**src/rtl/classifier_model_loader.sv**
```systemverilog
// classifier_model_loader
//   Sequences model loading for the linear SVM classifier. It validates a framed,
//   checksummed model packet arriving from the BLE UART and forwards its payload
//   to the classifier. On a checksum failure or a stalled packet it resynchronises
//   the classifier with a one-cycle reset pulse. It also gates predict_enable so
//   that predictions only start on a feature-frame boundary, and only while a
//   validated model is loaded.
//
//   Packet: SYNC, N, N*2*(NUM_FEATURES_IN-1) coefficient bytes, 4 offset bytes, CK
//           CK = XOR of every byte from N through the last offset byte.
//
// Ports
//   clk_in              system clock
//   rst_n_in            asynchronous active-low reset (shared with the classifier)
//   ble_data_in         byte from the BLE UART
//   ble_valid_in        one-cycle strobe per byte
//   feature_valid_in    feature word strobe (same bus the classifier sees)
//   feature_last_in     last word of the feature frame
//   predict_request_in  system wants predictions
//   clf_data_out        forwarded byte to the classifier
//   clf_valid_out       forwarded byte strobe
//   clf_rst_out         one-cycle classifier resync pulse
//   predict_enable_out  classifier predict enable
//   model_valid_out     a validated model is resident
//   load_busy_out       a packet is in progress
//   load_error_out      last packet failed (sticky until the next SYNC)
module classifier_model_loader #(
  parameter int         NUM_FEATURES_IN = 16,
  parameter int         TIMEOUT_CYCLES  = 1000000,
  parameter logic [7:0] SYNC_BYTE       = 8'hA5
) (
  input  logic       clk_in,
  input  logic       rst_n_in,
  input  logic [7:0] ble_data_in,
  input  logic       ble_valid_in,
  input  logic       feature_valid_in,
  input  logic       feature_last_in,
  input  logic       predict_request_in,
  output logic [7:0] clf_data_out,
  output logic       clf_valid_out,
  output logic       clf_rst_out,
  output logic       predict_enable_out,
  output logic       model_valid_out,
  output logic       load_busy_out,
  output logic       load_error_out
);

  localparam int CW = $clog2(255 * 2 * (NUM_FEATURES_IN - 1) + 5);
  localparam int TW = (TIMEOUT_CYCLES > 2) ? $clog2(TIMEOUT_CYCLES) : 1;
  localparam logic [TW-1:0] TO_LAST     = TW'(TIMEOUT_CYCLES - 1);
  localparam logic [CW-1:0] COEF_PER_SV = CW'(2 * (NUM_FEATURES_IN - 1));

  typedef enum logic [1:0] {IDLE, COUNT, PAYLOAD, CHECK} state_t;

  state_t        r_state;
  state_t        w_next;
  logic [CW-1:0] r_rem;
  logic [7:0]    r_acc;
  logic [TW-1:0] r_idle;
  logic [7:0]    r_data;
  logic          r_valid;
  logic          r_rst;
  logic          r_pe;
  logic          r_mv;
  logic          r_err;
  logic          r_frame;

  logic          w_fwd;
  logic          w_err_set;
  logic          w_err_clr;
  logic          w_mv_set;
  logic          w_mv_clr;
  logic          w_pulse;
  logic          w_rem_load;
  logic          w_rem_dec;
  logic          w_acc_load;
  logic          w_acc_upd;
  logic          w_timeout;
  logic          w_target;
  logic [CW-1:0] w_rem_init;

  // Bytes still expected after N: all coefficients plus the 4 offset bytes.
  assign w_rem_init = CW'(ble_data_in) * COEF_PER_SV + CW'(4);

  // A byte arriving on the timeout cycle wins over the timeout.
  assign w_timeout = (r_state != IDLE) && !ble_valid_in && (r_idle == TO_LAST);

  always_comb begin
    w_next     = r_state;
    w_fwd      = 1'b0;
    w_err_set  = 1'b0;
    w_err_clr  = 1'b0;
    w_mv_set   = 1'b0;
    w_mv_clr   = 1'b0;
    w_pulse    = 1'b0;
    w_rem_load = 1'b0;
    w_rem_dec  = 1'b0;
    w_acc_load = 1'b0;
    w_acc_upd  = 1'b0;
    case (r_state)
      IDLE: begin
        if (ble_valid_in && ble_data_in == SYNC_BYTE) begin
          w_next    = COUNT;
          w_err_clr = 1'b1;
        end
      end
      COUNT: begin
        if (ble_valid_in) begin
          if (ble_data_in == 8'h00) begin
            w_err_set = 1'b1;
            w_next    = IDLE;
          end else begin
            w_fwd      = 1'b1;
            w_rem_load = 1'b1;
            w_acc_load = 1'b1;
            w_mv_clr   = 1'b1;
            w_next     = PAYLOAD;
          end
        end else if (w_timeout) begin
          // Nothing forwarded yet, so the classifier needs no resync.
          w_err_set = 1'b1;
          w_next    = IDLE;
        end
      end
      PAYLOAD: begin
        if (ble_valid_in) begin
          w_fwd     = 1'b1;
          w_rem_dec = 1'b1;
          w_acc_upd = 1'b1;
          if (r_rem == CW'(1)) w_next = CHECK;
        end else if (w_timeout) begin
          w_err_set = 1'b1;
          w_pulse   = 1'b1;
          w_next    = IDLE;
        end
      end
      CHECK: begin
        if (ble_valid_in) begin
          if (ble_data_in == r_acc) begin
            w_mv_set = 1'b1;
          end else begin
            w_err_set = 1'b1;
            w_pulse   = 1'b1;
          end
          w_next = IDLE;
        end else if (w_timeout) begin
          w_err_set = 1'b1;
          w_pulse   = 1'b1;
          w_next    = IDLE;
        end
      end
      default: w_next = IDLE;
    endcase
  end

  always_ff @(posedge clk_in or negedge rst_n_in) begin
    if (!rst_n_in) begin
      r_state <= IDLE;
    end else begin
      r_state <= w_next;
    end
  end

  always_ff @(posedge clk_in or negedge rst_n_in) begin
    if (!rst_n_in) begin
      r_rem   <= '0;
      r_acc   <= '0;
      r_idle  <= '0;
      r_data  <= '0;
      r_valid <= 1'b0;
      r_rst   <= 1'b0;
      r_mv    <= 1'b0;
      r_err   <= 1'b0;
    end else begin
      if (w_next == IDLE || ble_valid_in) r_idle <= '0;
      else                                r_idle <= r_idle + TW'(1);

      if (w_rem_load)     r_rem <= w_rem_init;
      else if (w_rem_dec) r_rem <= r_rem - CW'(1);

      if (w_acc_load)     r_acc <= ble_data_in;
      else if (w_acc_upd) r_acc <= r_acc ^ ble_data_in;

      r_valid <= w_fwd;
      if (w_fwd) r_data <= ble_data_in;
      r_rst <= w_pulse;

      if (w_mv_set)      r_mv <= 1'b1;
      else if (w_mv_clr) r_mv <= 1'b0;

      if (w_err_set)      r_err <= 1'b1;
      else if (w_err_clr) r_err <= 1'b0;
    end
  end

  // Predictions may stop at any time but only start between feature frames.
  assign w_target = predict_request_in && r_mv && (r_state == IDLE);

  always_ff @(posedge clk_in or negedge rst_n_in) begin
    if (!rst_n_in) begin
      r_frame <= 1'b0;
      r_pe    <= 1'b0;
    end else begin
      if (feature_valid_in) r_frame <= !feature_last_in;
      if (!w_target)                               r_pe <= 1'b0;
      else if (!r_frame && !feature_valid_in)      r_pe <= 1'b1;
    end
  end

  assign clf_data_out       = r_data;
  assign clf_valid_out      = r_valid;
  assign clf_rst_out        = r_rst;
  assign predict_enable_out = r_pe;
  assign model_valid_out    = r_mv;
  assign load_busy_out      = (r_state != IDLE);
  assign load_error_out     = r_err;

endmodule

```
**config.mk**
```make
export PLATFORM = sky130hd
export DESIGN_NAME = classifier_model_loader
export DESIGN_NICKNAME = d
export VERILOG_FILES = /design/src/rtl/classifier_model_loader.sv
export SDC_FILE = /design/constraint.sdc
export NUM_CORES = 1
export LEC_CHECK = 0
export BUFFER_PORTS_ARGS = -buffer_cell sky130_fd_sc_hd__buf_4
export CAP_MARGIN = 20
export CORE_MARGIN = 2
export CORE_UTILIZATION = 50
export CTS_CLUSTER_DIAMETER = 30
export DETAILED_ROUTE_END_ITERATION = 10
export PLACE_DENSITY_LB_ADDON = 0.2
export SLEW_MARGIN = 10
export SYNTH_ARGS = -nofsm -noshare
export SYNTH_HDL_FRONTEND = slang
export SYNTH_SLANG_ARGS = --single-unit
```
**constraint.sdc**
```tcl
create_clock -name clk_in -period 2.8 [get_ports clk_in]
set_input_delay 0.14 -clock clk_in [delete_from_list [all_inputs] [get_ports clk_in]]
set_output_delay 0.14 -clock clk_in [all_outputs]
set_load 0.03 [all_outputs]
```
Word-level counts from Yosys, hierarchy flattened
Cells that the tools add are included.
W data, S select, Z words.
Operators by class
  muxes and demuxes: 38
  reductions and logical operators: 18
  multipliers: 1
  bitwise logic cells: 1
  equality and inequality tests: 8
  $add $sub $neg: 3
Operators with widths (number)
  $mux W13: 2
  $mux W1: 22
  $add A20 B1 Y20 const B: 1
  $eq A20 B20 Y1 const B: 1
  $mux W20: 1
  $mux W8: 2
  $mux W2: 7
  $add A13 B3 Y13 const B: 1
  $eq A13 B1 Y1 const B: 1
  $sub A13 B1 Y13 const B: 1
  $mul A8 B4 Y12 const B: 1
  $eq A8 B8 Y1: 1
  $eq A8 B8 Y1 const B: 1
  $logic_not A8 Y1: 1
  $pmux W2 S4: 1
  $reduce_bool A2 Y1: 4
  $xor A8 B8 Y8: 1
  $logic_and A1 B1 Y1: 6
  $eq A2 B2 Y1 const B: 2
  $logic_not A1 Y1: 4
  $logic_not A2 Y1: 2
  $pmux W1 S2: 2
  $pmux W1 S3: 1
  $eq A2 B1 Y1 const B: 1
  2 further kinds: 2
Word-level totals
  register bits after elaboration: 57
  output and inout port bits: 14
  input bits: 14

Depth between registers and ports, before layout
Gate-level depths: netlist (run 1).
  depth in word-level cells: 9
  depth in mapped cells: 13

Worst setup path before layout (run 1)
No wires, ideal clock.
  kind: input to register
  from: in ble_data_in[2]
  to: reg r_rem[12]
  data required time: 2.664 ns
  library setup time: 0.136 ns
  path buffers: 1
  cell stages on the path: 13
  setup slack: -0.567 ns
  data arrival time: 3.232 ns
  path through: clkbuf_1 -> inv_1 -> fa_1 -> fa_1 -> inv_1 -> ha_1 -> nor2_1 -> nor2_1 -> xor2_1 -> nand4_4 -> a2111oi_4 -> xnor2_1 -> a21oi_1
Between the ends
  cells in the longest elaborated chain, start to end: 5
Ends and longest elaborated chain
  start, declared: RTL line 34  | input logic [7:0] ble_data_in,
  branches (longest 5 deep; another with $add A13 B3 Y13)
  end signal, assigned: RTL line 178  | if (w_rem_load) r_rem <= w_rem_init;
  end signal, assigned: RTL line 179  | else if (w_rem_dec) r_rem <= r_rem - CW'(1);
  end, declared: RTL line 57  | logic [CW-1:0] r_rem;
Several ways; the timed one is not identified.
A chain may end at the register's enable or synchronous reset.

Worst setup path in the final report (run 1)
  from: in ble_data_in[4]
  to: reg r_rem[12]
The elaborated chain is that of the path after synthesis.

==> results of run 1 <==
power by group through the flow:
| stage | Combinational [mW] | Clock, mW | Sequential, mW |
|---|---|---|---|
| floorplan | 0.886 | 0 | 1.24 |
| global placement | 1.38 | 0 | 1.17 |
| detailed placement | 1.41 | 0 | 1.18 |
| CTS | 1.46 | 0.828 | 1.17 |
| global route | 1.65 | 0.849 | 1.20 |
| finish | 1.49 | 0.809 | 1.17 |
registers in the layout, summed over array words and instances (netlist names):
register,count
r_idle,20
r_rem,13
clf_data_out,8
r_acc,8
r_state,2
clf_rst_out,1
clf_valid_out,1
load_error_out,1
model_valid_out,1
predict_enable_out,1
r_frame,1
through the flow:
stage | power (mW) | utilization (%) | setup WS, ns | cells
floorplan | 2.13 | - | -0.203 | 420
global placement | 2.55 | 60.4 | -0.451 | 582
detailed placement | 2.59 | 60.4 | -0.549 | 582
CTS | 3.46 | 64.3 | -0.0248 | 603
global route | 3.70 | 65.0 | -0.226 | 604
finish | 3.47 | 65.0 | -0.0422 | 604
logic make-up (layout without fill, tap and decap cells):
logic type      after synthesis  after routing
compound gates               71             71
xor+xnor                     51             51
fa+ha+maj                    42             42
buf+inv                      44            126
flops                        57             57
mux                           1              1
simple gates                154            154
layout by cell type (no fill, tap or decap), types with 3 or more instances in the layout:
cell,Yosys,final
xor2_1,25,22
xor2_2,1,4
dlygate4sd3_1,0,3
xnor2_1,25,24
clkbuf_8,0,12
nand2_1,38,37
ha_4,0,5
dfrtp_1,57,57
a311oi_1,7,7
nor3_1,9,9
a21o_1,3,3
nand3_1,17,15
a21oi_1,21,19
nand4_1,8,8
ha_1,29,24
and3_1,4,4
clkinvlp_4,0,4
o21ai_0,22,22
inv_1,35,29
nor4_1,3,3
inv_2,0,3
buf_4,0,71
nor2_1,59,56
a21oi_4,0,3
buf_6,0,3
fa_1,13,12
worst paths after layout:
check / start / end / slack (ns) / cells past startpoint
min in group asynchronous: rst_n_in / r_idle[15] / 0.40 / 2
worst max-delay path: ble_data_in[4] / r_rem[12] / -0.04 / 13
worst max register to register: r_state[0] / r_idle[3] / 0.28 / 10
worst min-delay path: predict_request_in / predict_enable_out / 0.06 / 2
worst min register to register: clf_data_out[6] / clf_data_out[6] / 0.50 / 2
max in group asynchronous: rst_n_in / r_rem[11] / 1.92 / 2
area by class of cell:
| class | instances | area (um2) |
|---|---|---|
| multi-input combinational | 319 | 2480 |
| sequential | 57 | 1430 |
| clock inverter | 2 | 37.5 |
| inverter | 35 | 143 |
| clock buffer | 12 | 165 |
| timing repair buffer | 77 | 597 |
| fill | 645 | 2680 |
| tap | 102 | 128 |
metal layers:
| metal | wire length, um | vias up | global-route usage, % |
|---|---|---|---|
| li1 | - | 1568 | - |
| met1 | 3620 | 1535 | 25.8 |
| met2 | 4410 | 53 | 39.3 |
| met3 | 295 | 18 | 4.93 |
| met4 | 192 | 0 | 8.46 |
| met5 | 0 | - | 0 |
worst max-delay path, delay by kind of cell:
kind,cells,cell delay [ns]
xor+xnor,2,0.36
compound gates,3,0.59
buf+inv,3,0.29
fa+ha+maj,3,1.24
simple gates,2,0.44
repair_timing:
action,in CTS,in global routing
buffers inserted,4,1
hold buffers,3,0
pin swaps,9,5
hold endpoints to repair,58,0
endpoints found under the setup margin,3,3
cloned,0,0
resized for setup,8,7
==> flow_metrics.py, run 1 <==
metrics = {
    "run_status": {
        "outcome": "finished, violations left",
        "violations": "negative setup slack",
    },
    "critical_path": {
        "path_common_cell": "fa_1",
        "start_kind": "input pin",
        "crit_path_max_incr_delay_ns": 0.53,
        "slowest_stage": "fa_1",
        "cp.required_ns": 3.01,
        "crit_chain": "buf_4, clkinvlp_4, fa_1, fa_1, inv_2, ha_4, a21oi_4, nor2b_2, nor3_1, xor2_2, a2111oi_4, xnor2_1, a21oi_1",
        "arrival_ns": 3.05,
        "cp-end-kind": "register",
        "crit_type": "in2reg",
        "cp_max_fo": 4,
    },
    "sta": {
        "finalWorstSetupSlack_ns": -0.0422,
        "relSlewSlack_pct": 51.9,
        "finalHoldViolCount": 0,
        "worstMarginPinSlew_ns": 0.722,
        "rsz0062_at_grt": "true",
        "setup_viol": 2,
        "fin_crit_ns": 2.84,
        "fin_setup_tns_ns": -0.0435,
        "post-route-period-util_pct": 102,
        "holdWs_ns": 0.0578,
        "skew_ns": 0.00710,
        "max_freq_ghz": 0.352,
        "drv_slew": 0,
    },
    "global_route": {
        "antenna_found_initial": 0,
        "grt-ovfl-total": 0,
        "grt_pass1_wl_mm": 14.9,
        "grt_max_degree": 58,
        "grt_pass1_vias": 3257,
        "grtUsageTotal_pct": 22.1,
    },
    "pwr": {
        "clockPowerShare_pct": 23.3,
        "power.leakage_nw": 2.24,
        "p_comb_share_pct": 42.9,
        "vdd_drop_max_v": 0.000513,
        "power.switching_mw": 1.27,
        "internal_power_mw": 2.20,
        "p_per_area_nw_per_um2": 697,
        "p_seq_share_pct": 33.8,
        "p_sw_share_pct": 36.5,
    },
    "run": {
        "drv_cap": 0,
    },
    "placement": {
        "place_congestion": 0.839,
        "postPlaceCellArea_um2": 4620,
        "portBuffers": 27,
        "dp_hpwl_mm": 6.33,
    },
    "drt": {
        "wl_per_cell_um": 14.1,
        "detail_route.drc_violations": 0,
        "dr.pass1.iters": 4,
        "ant_nets": 0,
        "wl_mm": 8.52,
        "drt_iter0_drc": 106,
        "vias": 3174,
        "viasPerCell": 5.25,
    },
    "cells_and_area": {
        "fin_nets": 555,
        "area_delta_synth_final_pct": 27.8,
        "postLayoutCellArea_um2": 4970,
        "antenna_cells": 0,
        "drive_gt1_share_pct": 24.9,
    },
    "logic_synthesis": {
        "yosysTopAreaCell": "dfrtp_1",
        "ys_seq_area_share_pct": 36.7,
        "synth-xor-area-share_pct": 11.7,
        "yosys.area_share.adder_pct": 16.0,
        "synth_edf_count": 0,
        "synth_area_leaders": "dfrtp_1, ha_1, fa_1",
        "yosys_warnings": 0,
        "async_flop_share_pct": 100,
        "synth_top_family_by_area": "simple AND/OR/NAND/NOR gates",
        "synth_top_cells_by_count": "nor2_1, dfrtp_1, nand2_1, inv_1, ha_1",
        "syn_nets": 476,
        "synth_compound_area_share_pct": 12.7,
        "yosys_register_bits": 57,
        "synthCells": 420,
        "muxShareOfSynthArea_pct": 0.257,
        "yosysMostFrequentCell": "nor2_1",
        "syn_area_um2": 3890,
        "syn_avg_cell_area_um2": 9.26,
        "ys_types": 47,
        "synthFlopType": "dfrtp_1",
        "synth_top_cell_area_share_pct": 36.7,
        "synthSimpleGateAreaFrac_pct": 18.3,
    },
    "hold_path": {
        "hp-class": "in2reg",
    },
    "clock_network": {
        "htreeDepth": 3,
        "clock_sinks": 57,
        "cts_tree": "yes",
        "cts_root_buffer": "clkbuf_8",
        "cts_inserted_buffers": 9,
        "clkTransAtPathRegs_ns": 0.07,
        "cts_max_path_buffers": 2,
        "clkLatencyLatePin_ns": 0.34,
    },
    "die": {
        "fp.dieH_um": 92.2,
        "die_x_um": 92.2,
        "start_util_pct": 50.9,
        "coreArea_um2": 7650,
        "dieArea_um2": 8500,
        "rows": 32,
        "io_pins": 28,
    },
}
Note: power is estimated with default switching activity, not from simulation.
==> inputs of run 2 (changes only) <==
--- a/config.mk
+++ b/config.mk
@@ -8,5 +8,5 @@
 export BUFFER_PORTS_ARGS = -buffer_cell sky130_fd_sc_hd__buf_4
 export CAP_MARGIN = 20
-export CORE_MARGIN = 2
+export CORE_MARGIN = 5
 export CORE_UTILIZATION = 50
 export CTS_CLUSTER_DIAMETER = 30
==> constraint.sdc (replaced) <==
create_clock -name clk_in -period 2.8 [get_ports clk_in]
set_input_delay 0 -clock clk_in [delete_from_list [all_inputs] [get_ports clk_in]]
set_output_delay 0 -clock clk_in [all_outputs]
set_load 0.03 [all_outputs]
==> run 2 against run 1 <==
Final cell count is 0.33% lower. Sequential share of layout area grew 0.27 points. Register-to-register slack improved by 0.02 ns. Combinational power down 3%. Total power rose by 0.84%. Core utilization fell by 0.61 points. Fmax increased by 2.9%. Clock power is 7.9% higher. Sequential power barely moved. The run now ends clean.
==> flow_metrics.py, run 2 (synthesis results as in run 1) <==
metrics = {
    "run_status": {
        "outcome": "completed",
    },
    "cells_and_area": {
        "final_cell_mix": "buf_4, dfrtp_1, nor2_1",
        "regArea_um2": 1430,
        "top_register": "r_idle",
        "reg_top3": "r_idle (20), r_rem (13)",
        "multi_input_area_um2": 2440,
        "largest_register_ffs": 20,
        "antenna_cells": 0,
        "fin_cells": 602,
        "final_common_cell": "buf_4",
        "fill_cells": 638,
        "postLayoutCellArea_um2": 4930,
        "drive_gt1_share_pct": 22.6,
        "fin_nets": 551,
        "area_delta_synth_final_pct": 26.6,
    },
    "global_route": {
        "grt_pass1_wl_mm": 15.6,
        "grt_pass1_vias": 3337,
        "grtUsageTotal_pct": 19.8,
        "grt_max_degree": 58,
        "antenna_found_initial": 0,
        "grt-ovfl-total": 0,
    },
    "run": {
        "drv_cap": 0,
    },
    "placement": {
        "place_inst": 579,
        "portBuffers": 27,
        "place_worst_setup_slack_ns": -0.335,
        "place_congestion": 0.832,
        "postPlaceCellArea_um2": 4600,
        "dp_hpwl_mm": 6.43,
    },
    "drt": {
        "ant_nets": 0,
        "viasPerCell": 5.24,
        "wl_mm": 8.60,
        "detail_route.drc_violations": 0,
        "wl_per_cell_um": 14.3,
        "dr.pass1.iters": 6,
        "drt_iter0_drc": 113,
        "vias": 3154,
    },
    "clock_network": {
        "cts_root_buffer": "clkbuf_8",
        "cts_tree": "yes",
        "htreeDepth": 3,
        "cts_max_path_buffers": 2,
        "clkLatencyLatePin_ns": 0.34,
        "cts_inserted_buffers": 9,
        "clock_sinks": 57,
        "cts_setup_buffers": 0,
        "clkTransAtPathRegs_ns": 0.07,
    },
    "die": {
        "start_util_pct": 50.9,
        "dieArea_um2": 9640,
        "die_x_um": 98.2,
        "coreArea_um2": 7650,
        "io_pins": 28,
        "fp.dieH_um": 98.2,
        "rows": 32,
    },
    "sta": {
        "post-route-period-util_pct": 98.7,
        "finalHoldViolCount": 0,
        "max_freq_ghz": 0.362,
        "finalWorstSetupSlack_ns": 0.0375,
        "setup_viol": 0,
        "drv_slew": 0,
        "relSlewSlack_pct": 51.9,
        "rsz0062_at_grt": "true",
        "skew_ns": 0.00902,
        "worstMarginPinSlew_ns": 0.722,
        "fin_crit_ns": 2.76,
    },
    "hold_path": {
        "hold_start": "ble_data_in[1]",
        "hp-class": "in2reg",
        "whs_path_depth": 3,
        "whs_endpoint": "r_acc[1]",
    },
    "critical_path": {
        "path_common_cell": "fa_1",
        "cp.required_ns": 3.00,
        "reg2regPathDepth": 10,
        "cp_max_fo": 4,
        "cp-end-kind": "register",
        "r2r-end": "r_idle[8]",
        "start_kind": "input pin",
        "arrival_ns": 2.97,
        "crit_chain": "buf_6, clkinvlp_4, fa_1, fa_1, inv_2, ha_4, a21oi_4, nor2b_2, o41ai_2, nand3_1, a2111oi_4, xnor2_1, a21oi_1",
        "crit_path_max_incr_delay_ns": 0.52,
        "crit_type": "in2reg",
        "reg2reg_from": "r_state[0]",
        "r2r_slack_ns": 0.30,
        "slowest_stage": "fa_1",
    },
    "pwr": {
        "p_seq_share_pct": 33.6,
        "power.switching_mw": 1.27,
        "internal_power_mw": 2.22,
        "p_per_area_nw_per_um2": 710,
        "clockPowerShare_pct": 25.0,
        "power.leakage_nw": 2.23,
        "p_comb_share_pct": 41.4,
        "vdd_drop_max_v": 0.000422,
        "p_sw_share_pct": 36.4,
    },
}
## run 2: cell count changes in the layout (fill, tap and decap cells not counted), sizes merged
cell / delta
buf: -8
dlygate4sd3: +4
clkinv: +3
bufinv: +1
clkbuf: -1
clkinvlp: -1
## run 2: per-stage QoR
step	hold WS (ns)	setup TNS (ns)	util, %	total power [mW]
2_1_floorplan	-0.296	-0.0627	-	2.12
6_report	0.0198	0	64.4	3.50
5_1_grt	0.0135	-0.0647	64.4	3.76
4_1_cts	0.00260	0	63.9	3.50
3_3_place_gp	0.108	-0.839	60.1	2.55
3_5_place_dp	0.108	-1.01	60.1	2.59
## run 2: power by group through the flow
stage	clock (mW)	combinational (mW)	sequential, mW
CTS	0.893	1.43	1.17
floorplan	0	0.883	1.24
finish	0.873	1.45	1.18
global placement	0	1.38	1.17
detailed placement	0	1.41	1.18
global route	0.946	1.61	1.21
## run 2: worst max-delay path by stage
stage / startpoint / endpoint / slack [ns] / cells past startpoint
CTS: ble_data_in[0] / r_rem[12] / 0.05 / 12
floorplan: ble_data_in[5] / r_rem[12] / -0.06 / 12
detailed placement: ble_data_in[0] / r_rem[12] / -0.33 / 12
global route: ble_data_in[4] / r_rem[12] / -0.06 / 13
finish: ble_data_in[3] / r_rem[12] / 0.04 / 13
global placement: ble_data_in[0] / r_rem[12] / -0.30 / 12
## run 2: layout make-up
type / instances / share of cell area, %
clock buffer: 11 / 2.87
clock inverter: 5 / 1.60
inverter: 35 / 2.90
multi-input combinational: 319 / 49.5
sequential: 57 / 29.0
tap: 102 / 2.59
timing repair buffer: 73 / 11.6
## run 2: what timing repair did
action                     4_1_cts  5_1_grt
pin swaps                        0        6
gates resized for setup          1        7
hold endpoints to repair        62        0
setup endpoints to repair        1        5
hold buffers                     7        0
## run 2: worst max-delay path: cells and delay by family
kind                       cells  cell delay, ns
buffers and inverters          3            0.27
xor gates and xnor gates       1            0.16
adders and majority gates      3            1.26
and+or+nand+nor                2            0.29
AOI/OAI and AO/OA              4            0.98
## run 2: layer usage
layer | up-vias | wire [um] | GRT usage [%]
li1 | 1573 | - | -
met3 | 14 | 358 | 5.14
met5 | - | 0 | 0
met2 | 54 | 4300 | 33.9
met4 | 0 | 165 | 6.51
met1 | 1513 | 3770 | 24.3
==> inputs of run 3 (changes only) <==
- ABC_CLOCK_PERIOD_IN_PS: not set -> 2800
- CORE_MARGIN: 5 -> 2
==> run 3 against run 2 <==
Hold slack worse by 0.0088 ns. Combinational power hardly changed. Critical path depth stayed put. Highest routed layer unchanged. First-iteration DRC count is 1.8% higher. Die area is 12% lower. Clock skew is 0.0019 ns lower. Clock power is 13% higher. Fmax is 0.87% higher. Final area is 1.2% higher. Largest power group unchanged. Via count is 1.4% higher. Sequential share of layout area is 0.34 points lower.
==> flow_metrics.py, run 3 (synthesis results as in run 1) <==
metrics = {
    "critical_path": {
        "crit_path_max_incr_delay_ns": 0.54,
        "cp_max_fo": 5,
        "start_kind": "input pin",
        "arrival_ns": 2.95,
        "cp.required_ns": 3.01,
        "slowest_stage": "fa_1",
        "critPathLaunch": "ble_data_in[4]",
        "crit_type": "in2reg",
        "crit_chain": "buf_4, clkinvlp_4, fa_1, fa_1, inv_1, ha_4, nand3_1, a21oi_2, o41ai_2, nand3_1, a2111oi_4, xnor2_1, a21oi_1",
        "r2r-end": "r_idle[3]",
        "r2r_slack_ns": 0.26,
        "reg2reg_from": "r_state[0]",
        "cp-end-kind": "register",
        "reg2regPathDepth": 10,
    },
    "cells_and_area": {
        "reg_top3": "r_idle (20), r_rem (13)",
        "multi_input_area_um2": 2450,
        "final_common_cell": "buf_4",
        "largest_register_ffs": 20,
        "drive_gt1_share_pct": 23.2,
        "top_register": "r_idle",
        "fill_cells": 613,
        "regArea_um2": 1430,
        "antenna_cells": 0,
        "fin_nets": 552,
        "fin_cells": 603,
        "area_delta_synth_final_pct": 28.1,
        "final_cell_mix": "buf_4, dfrtp_1, nor2_1",
        "postLayoutCellArea_um2": 4980,
        "post-route-util_pct": 65.2,
    },
    "drt": {
        "wl_per_cell_um": 13.8,
        "drt_iter0_drc": 115,
        "dr.pass1.iters": 5,
        "viasPerCell": 5.30,
        "vias": 3197,
        "wl_mm": 8.35,
        "detail_route.drc_violations": 0,
        "ant_nets": 0,
    },
    "sta": {
        "skew_ns": 0.00708,
        "worstMarginPinSlew_ns": 0.715,
        "post-route-period-util_pct": 97.8,
        "max_freq_ghz": 0.365,
        "finalHoldViolCount": 0,
        "finalWorstSetupSlack_ns": 0.0614,
        "drv_slew": 0,
        "setup_viol": 0,
        "fin_setup_tns_ns": 0,
        "relSlewSlack_pct": 52.4,
        "holdWs_ns": 0.0111,
        "rsz0062_at_grt": "true",
        "fin_crit_ns": 2.74,
    },
    "hold_path": {
        "whs_path_depth": 3,
        "hold_start": "ble_data_in[5]",
        "hp-class": "in2reg",
        "whs_endpoint": "r_acc[5]",
    },
    "die": {
        "io_pins": 28,
        "coreArea_um2": 7650,
        "start_util_pct": 50.9,
        "fp.dieH_um": 92.2,
        "dieArea_um2": 8500,
        "rows": 32,
        "die_x_um": 92.2,
    },
    "global_route": {
        "grtUsageTotal_pct": 22.1,
        "grt-ovfl-total": 0,
        "antenna_found_initial": 0,
        "grt_max_degree": 58,
        "grt_pass1_wl_mm": 14.8,
        "grt_pass1_vias": 3258,
    },
    "pwr": {
        "p_seq_share_pct": 32.5,
        "p_comb_share_pct": 40.2,
        "power.switching_mw": 1.26,
        "p_total_mw": 3.61,
        "p_per_area_nw_per_um2": 724,
        "clockPowerShare_pct": 27.4,
        "power.leakage_nw": 2.24,
        "p_sw_share_pct": 35.0,
        "internal_power_mw": 2.35,
        "vdd_drop_max_v": 0.000514,
    },
    "clock_network": {
        "clkLatencyLatePin_ns": 0.34,
        "htreeDepth": 3,
        "cts_tree": "yes",
        "cts_max_path_buffers": 2,
        "cts_setup_buffers": 0,
        "cts_root_buffer": "clkbuf_8",
        "clkTransAtPathRegs_ns": 0.07,
        "clock_sinks": 57,
        "cts_inserted_buffers": 9,
    },
    "placement": {
        "place_congestion": 0.831,
        "place_inst": 579,
        "dp_hpwl_mm": 6.21,
        "place_worst_setup_slack_ns": -0.379,
        "postPlaceCellArea_um2": 4600,
        "portBuffers": 27,
    },
    "run_status": {
        "outcome": "completed",
    },
    "run": {
        "drv_cap": 0,
    },
}
## run 3: cell count changes in the layout (fill, tap and decap cells not counted), sizes merged
cell,previous run,this run
bufinv,2,3
clkbuf,11,12
clkinv,3,1
dlygate4sd3,7,8
## run 3: area by class of cell
cell class / count / share of cell area (%)
multi-input cells: 319 / 49.2
flip-flops and latches: 57 / 28.6
repair buffers: 74 / 11.7
clock buffers: 12 / 3.11
inverters: 35 / 2.86
well taps: 102 / 2.56
clock inverters: 4 / 1.98
## run 3: how the worst max path moves through the flow
stage | to | slack (ns)
5_1_grt | r_rem[12] | -0.12
3_3_place_gp | r_rem[12] | -0.29
6_report | r_rem[12] | 0.06
3_5_place_dp | r_rem[12] | -0.38
4_1_cts | r_rem[12] | 0.04
2_1_floorplan | r_rem[12] | -0.06
## run 3: worst max-delay path, delay by kind of cell
| kind | cells | cell delay, ns |
|---|---|---|
| xor+xnor | 1 | 0.17 |
| fa+ha+maj | 3 | 1.31 |
| compound gates | 4 | 0.86 |
| simple gates | 2 | 0.30 |
| buf+inv | 3 | 0.30 |
## run 3: timing repair
action / 4_1_cts / 5_1_grt
endpoints found under the setup margin: 1 / 4
gates resized for setup: 1 / 11
hold buffers: 8 / 0
endpoints found under the hold margin: 63 / 0
pin swaps: 0 / 8
## run 3: power by group through the flow
stage	clock network, mW	logic [mW]	registers, mW
floorplan	0	0.883	1.24
detailed placement	0	1.40	1.18
finish	0.988	1.45	1.17
global placement	0	1.37	1.17
CTS	1.01	1.42	1.17
global route	1.05	1.61	1.20
## run 3: layer usage
layer	up-vias	wire length, um	track usage (%)
li1	1566	-	-
met1	1533	3620	26.3
met2	80	4180	38.4
met3	18	326	5.75
met4	0	220	8.58
met5	-	0	0
